==> src/rtl/pong_pkg.sv <==
// Shared Pong definitions: FSM state encoding, score and tick-counter widths.
// Also used by the ball logic, so keep encodings stable.
package pong_pkg;

   localparam int SCORE_W = 4;
   localparam int TICK_W  = 8;

   localparam logic [SCORE_W-1:0] SCORE_MAX = '1;

   typedef enum logic [2:0] {
      ST_IDLE  = 3'd0,
      ST_SERVE = 3'd1,
      ST_PLAY  = 3'd2,
      ST_POINT = 3'd3,
      ST_OVER  = 3'd4
   } state_t;

   // Score increment that sticks at the top of the score range.
   function automatic logic [SCORE_W-1:0] score_inc(input logic [SCORE_W-1:0] s);
      return (s == SCORE_MAX) ? s : s + SCORE_W'(1);
   endfunction

endpackage

==> src/rtl/game_controller_if.sv <==
// Signal bundle between the game controller and the rest of the Pong system.
// There is no valid/ready handshake on this bus: frame_tick, p1_miss and
// p2_miss are single-cycle pulses that are acted on in the cycle they are
// high, start_btn is a synchronised level, and every controller output is a
// register that changes the cycle after the event that causes it.
interface game_controller_if;
   import pong_pkg::*;

   logic               frame_tick;
   logic               start_btn;
   logic               p1_miss;
   logic               p2_miss;
   logic               reset_game;
   logic               ball_en;
   logic               serve_dir;
   logic [SCORE_W-1:0] score1;
   logic [SCORE_W-1:0] score2;
   logic [1:0]         winner;
   logic [2:0]         state;

   // Game-side view: drives the events, observes the controller.
   modport master (
      output frame_tick, start_btn, p1_miss, p2_miss,
      input  reset_game, ball_en, serve_dir, score1, score2, winner, state
   );

   // Controller view.
   modport slave (
      input  frame_tick, start_btn, p1_miss, p2_miss,
      output reset_game, ball_en, serve_dir, score1, score2, winner, state
   );

endinterface

==> src/rtl/tick_timer.sv <==
// Clearable frame-tick counter with a terminal-count compare.
// A tick in the first cycle after a clear (the first cycle of a new state)
// is not counted, so every timed state waits for full ticks of its own.
module tick_timer
   import pong_pkg::*;
(
   input  logic              clk,
   input  logic              reset,
   input  logic              clear,
   input  logic              tick,
   input  logic [TICK_W-1:0] target,
   output logic              done
);

   logic [TICK_W-1:0] count;
   logic              fresh;
   logic              counted;

   assign counted = tick && !fresh;

   // Count accepted ticks; a clear restarts the count and marks the next cycle fresh.
   always_ff @(posedge clk or posedge reset) begin
      if (reset) begin
         count <= '0;
         fresh <= 1'b0;
      end else begin
         fresh <= clear;
         if (clear) begin
            count <= '0;
         end else if (counted && count != '1) begin
            count <= count + TICK_W'(1);
         end
      end
   end

   // Terminal count: this accepted tick is the target-th since the clear.
   assign done = counted && (({1'b0, count} + 9'd1) == {1'b0, target});

endmodule

==> src/rtl/game_controller.sv <==
// Pong game controller: start/serve/play/point/game-over sequencing and
// score keeping. All outputs are registered from the next-state decode.
module game_controller
   import pong_pkg::*;
#(
   parameter int WIN_SCORE   = 7,
   parameter int SERVE_TICKS = 30,
   parameter int PAUSE_TICKS = 60
) (
   input logic              clk,
   input logic              reset,
   game_controller_if.slave bus
);

   localparam logic [SCORE_W-1:0] WIN_S     = SCORE_W'(WIN_SCORE);
   localparam logic [TICK_W-1:0]  SERVE_TGT = TICK_W'(SERVE_TICKS);
   localparam logic [TICK_W-1:0]  PAUSE_TGT = TICK_W'(PAUSE_TICKS);

   state_t             state_q, state_d;
   logic               start_q;
   logic               start_rise;
   logic [SCORE_W-1:0] score1_q, score1_d;
   logic [SCORE_W-1:0] score2_q, score2_d;
   logic               serve_dir_q, serve_dir_d;
   logic [1:0]         winner_q, winner_d;
   logic               reset_game_q;
   logic               ball_en_q;
   logic               timer_clear;
   logic               timer_done;
   logic [TICK_W-1:0]  timer_target;

   assign start_rise   = bus.start_btn && !start_q;
   assign timer_clear  = (state_d != state_q);
   assign timer_target = (state_q == ST_POINT) ? PAUSE_TGT : SERVE_TGT;

   tick_timer u_tick_timer (
      .clk    (clk),
      .reset  (reset),
      .clear  (timer_clear),
      .tick   (bus.frame_tick),
      .target (timer_target),
      .done   (timer_done)
   );

   // State register, registered outputs and start-button edge history.
   always_ff @(posedge clk or posedge reset) begin
      if (reset) begin
         state_q      <= ST_IDLE;
         start_q      <= 1'b1;
         score1_q     <= '0;
         score2_q     <= '0;
         serve_dir_q  <= 1'b0;
         winner_q     <= 2'b00;
         reset_game_q <= 1'b1;
         ball_en_q    <= 1'b0;
      end else begin
         state_q      <= state_d;
         start_q      <= bus.start_btn;
         score1_q     <= score1_d;
         score2_q     <= score2_d;
         serve_dir_q  <= serve_dir_d;
         winner_q     <= winner_d;
         reset_game_q <= (state_d == ST_IDLE) || (state_d == ST_SERVE) || (state_d == ST_OVER);
         ball_en_q    <= (state_d == ST_PLAY);
      end
   end

   // Next-state and score decisions; unknown encodings recover to IDLE.
   always_comb begin
      state_d     = state_q;
      score1_d    = score1_q;
      score2_d    = score2_q;
      serve_dir_d = serve_dir_q;
      winner_d    = winner_q;
      case (state_q)
         ST_IDLE, ST_OVER: begin
            if (start_rise) begin
               state_d  = ST_SERVE;
               score1_d = '0;
               score2_d = '0;
               winner_d = 2'b00;
            end
         end
         ST_SERVE: begin
            if (timer_done) state_d = ST_PLAY;
         end
         ST_PLAY: begin
            if (bus.p1_miss && bus.p2_miss) begin
               state_d = ST_POINT;
            end else if (bus.p1_miss) begin
               state_d     = ST_POINT;
               score2_d    = score_inc(score2_q);
               serve_dir_d = 1'b0;
            end else if (bus.p2_miss) begin
               state_d     = ST_POINT;
               score1_d    = score_inc(score1_q);
               serve_dir_d = 1'b1;
            end
         end
         ST_POINT: begin
            if (timer_done) begin
               if (score1_q == WIN_S) begin
                  state_d  = ST_OVER;
                  winner_d = 2'b01;
               end else if (score2_q == WIN_S) begin
                  state_d  = ST_OVER;
                  winner_d = 2'b10;
               end else begin
                  state_d = ST_SERVE;
               end
            end
         end
         default: state_d = ST_IDLE;
      endcase
   end

   assign bus.reset_game = reset_game_q;
   assign bus.ball_en    = ball_en_q;
   assign bus.serve_dir  = serve_dir_q;
   assign bus.score1     = score1_q;
   assign bus.score2     = score2_q;
   assign bus.winner     = winner_q;
   assign bus.state      = state_q;

endmodule

==> src/flat_wrapper.sv <==
// flat-port wrapper written by rule: the top's interface ports become plain ports
module game_controller_flat import pong_pkg::*;
#(
   parameter int WIN_SCORE   = 7,
   parameter int SERVE_TICKS = 30,
   parameter int PAUSE_TICKS = 60
)
  (clk, reset, bus_frame_tick, bus_start_btn, bus_p1_miss, bus_p2_miss, bus_reset_game, bus_ball_en, bus_serve_dir, bus_score1, bus_score2, bus_winner, bus_state);
  game_controller_if bus_i ();
  input logic clk;
  input logic reset;
  input wire logic [$bits(bus_i.frame_tick)-1:0] bus_frame_tick;
  input wire logic [$bits(bus_i.start_btn)-1:0] bus_start_btn;
  input wire logic [$bits(bus_i.p1_miss)-1:0] bus_p1_miss;
  input wire logic [$bits(bus_i.p2_miss)-1:0] bus_p2_miss;
  output wire logic [$bits(bus_i.reset_game)-1:0] bus_reset_game;
  output wire logic [$bits(bus_i.ball_en)-1:0] bus_ball_en;
  output wire logic [$bits(bus_i.serve_dir)-1:0] bus_serve_dir;
  output wire logic [$bits(bus_i.score1)-1:0] bus_score1;
  output wire logic [$bits(bus_i.score2)-1:0] bus_score2;
  output wire logic [$bits(bus_i.winner)-1:0] bus_winner;
  output wire logic [$bits(bus_i.state)-1:0] bus_state;
  assign bus_i.frame_tick = bus_frame_tick;
  assign bus_i.start_btn = bus_start_btn;
  assign bus_i.p1_miss = bus_p1_miss;
  assign bus_i.p2_miss = bus_p2_miss;
  assign bus_reset_game = bus_i.reset_game;
  assign bus_ball_en = bus_i.ball_en;
  assign bus_serve_dir = bus_i.serve_dir;
  assign bus_score1 = bus_i.score1;
  assign bus_score2 = bus_i.score2;
  assign bus_winner = bus_i.winner;
  assign bus_state = bus_i.state;
  game_controller #(.WIN_SCORE(WIN_SCORE), .SERVE_TICKS(SERVE_TICKS), .PAUSE_TICKS(PAUSE_TICKS)) u_core (.clk(clk), .reset(reset), .bus(bus_i));
endmodule
==> config.mk <==
export PLATFORM = sky130hd
export DESIGN_NAME = game_controller_flat
export DESIGN_NICKNAME = d
export VERILOG_FILES = /design/src/rtl/pong_pkg.sv /design/src/rtl/game_controller_if.sv /design/src/rtl/tick_timer.sv /design/src/rtl/game_controller.sv /design/src/flat_wrapper.sv
export SDC_FILE = /design/constraint.sdc
export NUM_CORES = 1
export LEC_CHECK = 0
export CELL_PAD_IN_SITES_DETAIL_PLACEMENT = 0
export CELL_PAD_IN_SITES_GLOBAL_PLACEMENT = 1
export CORE_MARGIN = 2
export CORE_UTILIZATION = 40
export DETAILED_ROUTE_END_ITERATION = 16
export DONT_BUFFER_PORTS = 1
export GPL_TIMING_DRIVEN = 0
export PLACE_DENSITY_LB_ADDON = 0.1
export SYNTH_ARGS = -nofsm -noshare
export SYNTH_HDL_FRONTEND = slang
export SYNTH_SLANG_ARGS = --single-unit
==> constraint.sdc <==
create_clock -name clk -period 3.5 [get_ports clk]
set_input_delay 0.35 -clock clk [delete_from_list [all_inputs] [get_ports clk]]
set_output_delay 0.35 -clock clk [all_outputs]
set_load 0.05 [all_outputs]
==> qor.yml, run 1 <==
routedWlPerCell_um: 16.2
initial_core_util: 0.423
grt_busiest_layer: "met2"
dieHeight_um: 66.9
nets: 180
use_met2: 0.296
crit_path_max_fanout: 10
ir_drop_mv: 0.231
required_ns: 3.67
power.density_nw_per_um2: 642
synth.distinct_cells: 51
cts_tree: "built"
core_um2: 3740
ys_ff_latch: 26
crit_buf_inv: 1
wl_mm: 3.51
rr_startpoint: "u_core.bus.state[1]$_DFF_PP0_"
hp-class: "in2reg"
row_count: 22
die_w_um: 66.9
synthCells: 165
critPathArrivalTime_ns: 2.82
syn_avg_cell_area_um2: 9.60
hpwl_mm: 2.60
cts_buffers: 3
dominantRegCellSynth: "dfrtp_1"
grt_antenna_before_repair: 0
ctsResizeCount: 0
syn2layout_area_growth_pct: 7.27
fin_tns_setup_ns: 0
grt-ovfl-total: 0
worst_path_max_delay_cell: "dfrtp_1"
startpoint_type: "flip-flop"
hold_viol_final: 0
clock_sinks: 26
rsz0062_at_grt: "false"
num-fill-cells: 399
drv_slew: 0
io_pins: 22
p_leak_uw: 0.000679
grt_pass1_vias: 1299
dr.pass1.iters: 4
dp_slack_ns: 0.854
met3_usage: 0.0405
grt_max_degree: 27
worst_pin_slew_ns: 1.02
finalNonFillerCells: 217
clkTransAtPathRegs_ns: 0.09
dieArea_um2: 4480
yosysSeqAreaShare: 0.412
drv_cap: 0
final_antenna_net_count: 0
grt_use_met1: 0.226
ys_top_cells_by_area: "dfrtp_1, a21oi_1, mux2i_1"
cts_buffer_depth: 2
portBuffers: 0
cp_cell_sequence: "clkbuf_1 > nor3b_2 > a41oi_1 > a21oi_1 > nor2b_1 > a31o_2"
clk_latency_ns: 0.27
drc: 0
gp_congestion: 0.815
num_vias: 1299
cp.depth: 6
min_period_ns: 2.65
drt_iter0_markers: 80
syn_area_um2: 1580
root_buffer: "clkbuf_8"
async_reset_ff_frac: 1.00
synthesis.nets: 175
ys_warn_count: 0
track_usage: 0.179
worst-r2r-setup-slack_ns: 0.85
grt_pass1_wl_mm: 6.07
worstReg2RegEnd: "u_core.bus.score1[1]$_DFFE_PP0P_"
crit_type: "reg2reg"
layout-drive-gt1-share: 0.118
worst_setup_path_end_kind: "flip-flop"
routed_via_density: 5.99
p_total_uw: 1090
synth_top_area_cell: "dfrtp_1"
crit_path_start: "u_core.bus.state[1]$_DFF_PP0_"
cts_hold_buf: 0
cts_setup_buffers: 0
slew_headroom: 0.316
diodes: 0
clock_skew_ns: 0.00571
status: "finished, final reports clean"
reg2reg_depth: 6
crit_end: "u_core.bus.score1[1]$_DFFE_PP0P_"
max_stage_delay_ns: 0.70
fin_crit_sh: 0.758
final_util: 0.454
setup_violations: 0
synth-edff-count: 0
fin_ws_ns: 0.845
dp_cells: 213
h-tree-depth: 1
fmax_mhz: 377
synth_top_area_frac: 0.379
crit_family: "compound AO/OA/AOI/OAI gates"
[kinds of logic after synthesis]
kind of cell             Yosys count  synth area share
multiplexers                       7            0.0450
adder cells (fa/ha/maj)            4            0.0316
AND/OR/NAND/NOR                   66             0.246
XOR/XNOR                           7            0.0387
buffers and inverters             11            0.0300
flip-flops                        26             0.412
AO/OA/AOI/OAI                     44             0.196
[registers in the layout (all words and copies together), names as in the netlist]
register                   cells
u_core.bus.score1              4
u_core.start_q                 1
u_core.bus.reset_game          1
u_core.u_tick_timer.count      8
u_core.bus.winner              2
u_core.bus.score2              4
u_core.bus.state               3
u_core.bus.ball_en             1
u_core.u_tick_timer.fresh      1
u_core.bus.serve_dir           1
[worst reg2reg max path, cell delays in order, from the launching register on]
cell and delay (ns):
dfrtp_1 0.70, clkbuf_1 0.38, nor3b_2 0.61, a41oi_1 0.28
a21oi_1 0.29, nor2b_1 0.08, a31o_2 0.21
[power by group]
part / switching, uW / internal [uW]
clock network: 96.9 / 101
logic: 261 / 148
registers: 127 / 357
total: 485 / 606
[through the flow]
| step | cell area (um^2) | hold slack (ns) |
|---|---|---|
| detailed placement | 1640 | 0.355 |
| finish | 1700 | 0.0619 |
| floorplan | 1580 | 0.354 |
| global route | 1700 | 0.0467 |
| global placement | 1640 | 0.355 |
| CTS | 1700 | 0.0551 |
[cells in the mapped netlist (2+ instances only)]
library cell / count
dfrtp_1: 24
nand2_1: 15
a21oi_1: 14
nor2_1: 7
o21ai_0: 7
mux2i_1: 6
nand3_1: 6
inv_1: 5
nand2b_1: 5
nor2b_1: 5
nor3_1: 5
ha_1: 4
nand3b_1: 4
nand4_1: 4
xnor2_1: 4
and2_1: 3
clkbuf_1: 3
xor2_1: 3
a211oi_1: 2
a31o_2: 2
a31oi_1: 2
a41oi_1: 2
buf_2: 2
dfstp_2: 2
nand4b_1: 2
o22ai_1: 2
[worst min path at each step]
stage | from | endpoint | slack, ns | cells past startpoint
finish | bus_start_btn | u_core.start_q$_DFF_PP1_ | 0.06 | 0
global route | bus_start_btn | u_core.start_q$_DFF_PP1_ | 0.05 | 0
CTS | bus_start_btn | u_core.start_q$_DFF_PP1_ | 0.06 | 0
detailed placement | bus_start_btn | u_core.start_q$_DFF_PP1_ | 0.35 | 0
global placement | bus_start_btn | u_core.start_q$_DFF_PP1_ | 0.35 | 0
floorplan | bus_start_btn | u_core.start_q$_DFF_PP1_ | 0.35 | 0
[cell type report]
cell class                 instances  area [um^2]  share of cell area
buffer                             6         28.8              0.0169
clock buffer                       4         55.1              0.0324
inverter                           5         18.8              0.0110
multi-input combinational        128          883               0.520
sequential                        26          653               0.384
tap                               48         60.1              0.0353
[routing by layer]
layer  routed length [um]  vias to the layer above
li1                     -                      627
met1                 1550                      633
met2                 1710                       35
met3                  209                        4
met4                   38                        0
met5                    0                        -
[cell usage in the layout, fill, tap and decap left out, types with 2 or more instances in the layout]
master and count:
dfrtp_1 24, nand2_1 15, a21oi_1 14, o21ai_0 7, nor2_1 7, nand3_1 6
mux2i_1 6, inv_1 5, nor2b_1 5, nand2b_1 5, nor3_1 5, nand3b_1 4
nand4_1 4, xnor2_1 4, ha_1 4, clkbuf_8 4, clkbuf_1 3, xor2_1 3
and2_1 3, a31oi_1 2, o22ai_1 2, buf_2 2, nand4b_1 2, a41oi_1 2
a211oi_1 2, a31o_2 2, dfstp_2 2
(Power assumes the default switching activity.)
==> run 2: changes to the inputs <==
Clock period 3.5 ns to 2.3 ns, I/O delays scaled along.
==> qor.yml, run 2 (synthesis results as in run 1) <==
root_buffer: "clkbuf_8"  # unchanged
p_int_uw: 1000  # was 606 uW
crit_buf_inv: 1  # unchanged
max_stage_delay_ns: 0.41  # was 0.70 ns
drv_slew: 0  # unchanged
p_total_uw: 1780  # was 1090 uW
fin_ws_ns: 0.0176  # was 0.845 ns
diodes: 0  # unchanged
cts_tree: "built"  # unchanged
clkTransAtPathRegs_ns: 0.09  # about the same
worst_setup_path_end_kind: "flip-flop"  # unchanged
die_w_um: 66.9  # unchanged
nets: 186  # was 180
largest_reg_flops: 8  # unchanged
worst_path_max_delay_cell: "or3_4"  # was dfrtp_1
grt_antenna_before_repair: 0  # unchanged
grt-ovfl-total: 0  # unchanged
layout-drive-gt1-share: 0.217  # was 0.118
grt_pass1_wl_mm: 6.43  # was 6.07 mm
num_vias: 1341  # was 1,299
setup_violations: 0  # unchanged
clock_sinks: 26  # unchanged
status: "finished, final reports clean"  # unchanged
hp-class: "in2reg"  # unchanged
crit_path_start: "u_core.u_tick_timer.count[2]$_DFFE_PP0P_"  # was u_core.bus.state[1]$_DFF_PP0_
rr_startpoint: "u_core.u_tick_timer.count[2]$_DFFE_PP0P_"  # was u_core.bus.state[1]$_DFF_PP0_
p_comb_frac: 0.411  # was 0.375
p_leak_uw: 0.000721  # was 0.000679 uW
wl_mm: 3.77  # was 3.51 mm
cp_cell_sequence: "buf_4 > nand3_2 > or3_4 > a211o_1 > a2111oi_4 > mux2_2"  # was clkbuf_1 > nor3b_2 > a41oi_1 > a21oi_1 > nor2b_1 > a31o_2
routed_via_density: 6.01  # was 5.99
crit_end: "u_core.bus.state[1]$_DFF_PP0_"  # was u_core.bus.score1[1]$_DFFE_PP0P_
p_clk_frac: 0.169  # was 0.181
dp_cells: 213  # unchanged
final_cell_mix: "dfrtp_1, nand2_1, a21oi_1, nor2_1"  # was dfrtp_1, nand2_1, a21oi_1, o21ai_0, nor2_1
required_ns: 2.46  # was 3.67 ns
portBuffers: 0  # unchanged
rsz0062_at_grt: "true"  # was false
cts_buffers: 3  # unchanged
reg2reg_depth: 6  # unchanged
fmax_mhz: 438  # was 377 MHz
drc: 0  # unchanged
worst_pin_slew_ns: 1.03  # was 1.02 ns
worstReg2RegEnd: "u_core.bus.state[1]$_DFF_PP0_"  # was u_core.bus.score1[1]$_DFFE_PP0P_
drv_cap: 0  # unchanged
io_pins: 22  # unchanged
dp_slack_ns: -0.346  # was 0.854 ns
switching_share: 0.437  # was 0.445
final_antenna_net_count: 0  # unchanged
ir_drop_mv: 0.352  # was 0.231 mV
fin_crit_sh: 0.992  # was 0.758
cts_buffer_depth: 2  # unchanged
power_switching_uw: 777  # was 485 uW
startpoint_type: "flip-flop"  # unchanged
h-tree-depth: 1  # unchanged
cp.depth: 6  # unchanged
dr.pass1.iters: 4  # unchanged
worst-r2r-setup-slack_ns: 0.02  # was 0.85 ns
initial_core_util: 0.423  # unchanged
track_usage: 0.192  # was 0.179
drt_iter0_markers: 107  # was 80
top_register: "u_core.u_tick_timer.count"  # unchanged
dieArea_um2: 4480  # unchanged
final_common_cell: "dfrtp_1"  # unchanged
core_um2: 3740  # unchanged
syn2layout_area_growth_pct: 14.3  # was 7.27%
grt_max_degree: 27  # unchanged
hpwl_mm: 2.60  # unchanged
gp_congestion: 0.815  # unchanged
slew_headroom: 0.312  # was 0.316
crit_family: "compound AO/OA/AOI/OAI gates"  # unchanged
finalNonFillerCells: 223  # was 217
routedWlPerCell_um: 16.9  # was 16.2 um
num-fill-cells: 382  # was 399
fin_tns_setup_ns: 0  # unchanged
crit_type: "reg2reg"  # unchanged
hold_viol_final: 0  # unchanged
clock_skew_ns: 0.00377  # was 0.00571 ns
row_count: 22  # unchanged
grt_pass1_vias: 1343  # was 1,299
clk_latency_ns: 0.27  # about the same
crit_path_max_fanout: 9  # was 10
power.density_nw_per_um2: 983  # was 642 nW/um^2
critPathArrivalTime_ns: 2.45  # was 2.82 ns
min_period_ns: 2.28  # was 2.65 ns
dieHeight_um: 66.9  # unchanged
seqPwrFrac: 0.421  # was 0.444
-- run 2: cell types whose count changed in the layout (fill, tap and decap cells not counted), sizes merged --
cell,previous run,this run
clkbuf,7,6
buf,3,9
dlygate4sd3,0,1
-- run 2: metal layers --
| layer | global-route usage | wire (um) | vias up |
|---|---|---|---|
| met4 | 0.0791 | 80 | 0 |
| met1 | 0.236 | 1610 | 652 |
| li1 | - | - | 636 |
| met5 | 0 | 0 | - |
| met2 | 0.325 | 1880 | 45 |
| met3 | 0.0389 | 204 | 8 |
-- run 2: metrics by stage --
stage               area (um^2)  hold WS [ns]   util
floorplan                  1580         0.234      -
finish                     1810        0.0665  0.484
detailed placement         1640         0.235  0.439
global route               1810        0.0814  0.484
CTS                        1800        0.0634  0.480
global placement           1640         0.235  0.439
-- run 2: power by group through the flow --
stage	Clock [uW]	Combinational (uW)	Sequential (uW)
floorplan	0	487	726
global placement	0	596	746
detailed placement	0	619	749
CTS	313	688	747
global route	329	807	762
finish	300	730	748
-- run 2: cell type report --
class / instances / area [um^2] / area share
Multi-Input combinational cell: 128 / 925 / 0.511
Clock buffer: 4 / 55.1 / 0.0304
Timing Repair Buffer: 6 / 60.1 / 0.0332
Tap cell: 48 / 60.1 / 0.0332
Buffer: 6 / 32.5 / 0.0180
Inverter: 5 / 18.8 / 0.0104
Sequential cell: 26 / 659 / 0.364
-- run 2: timing repair --
action	CTS	global route
buffers inserted	5	0
hold endpoints to repair	1	0
setup endpoints to repair	16	16
pin swaps	1	1
resized for setup	11	7
hold buffers	1	0
-- run 2: worst register-to-register path, cell delays in order, from the launching register on --
cell       delay, ns
dfrtp_1         0.34
buf_4           0.15
nand3_2         0.14
or3_4           0.41
a211o_1         0.38
a2111oi_4       0.37
mux2_2          0.38
-- run 2: how the worst min path moves through the flow --
stage	start	to	cells after the start
after floorplan	bus_start_btn	u_core.start_q$_DFF_PP1_	0
after global placement	bus_start_btn	u_core.start_q$_DFF_PP1_	0
after detailed placement	bus_start_btn	u_core.start_q$_DFF_PP1_	0
after CTS	bus_p1_miss	u_core.bus.serve_dir$_DFFE_PP0P_	1
after global routing	bus_p1_miss	u_core.bus.serve_dir$_DFFE_PP0P_	1
final	bus_p1_miss	u_core.bus.serve_dir$_DFFE_PP0P_	1
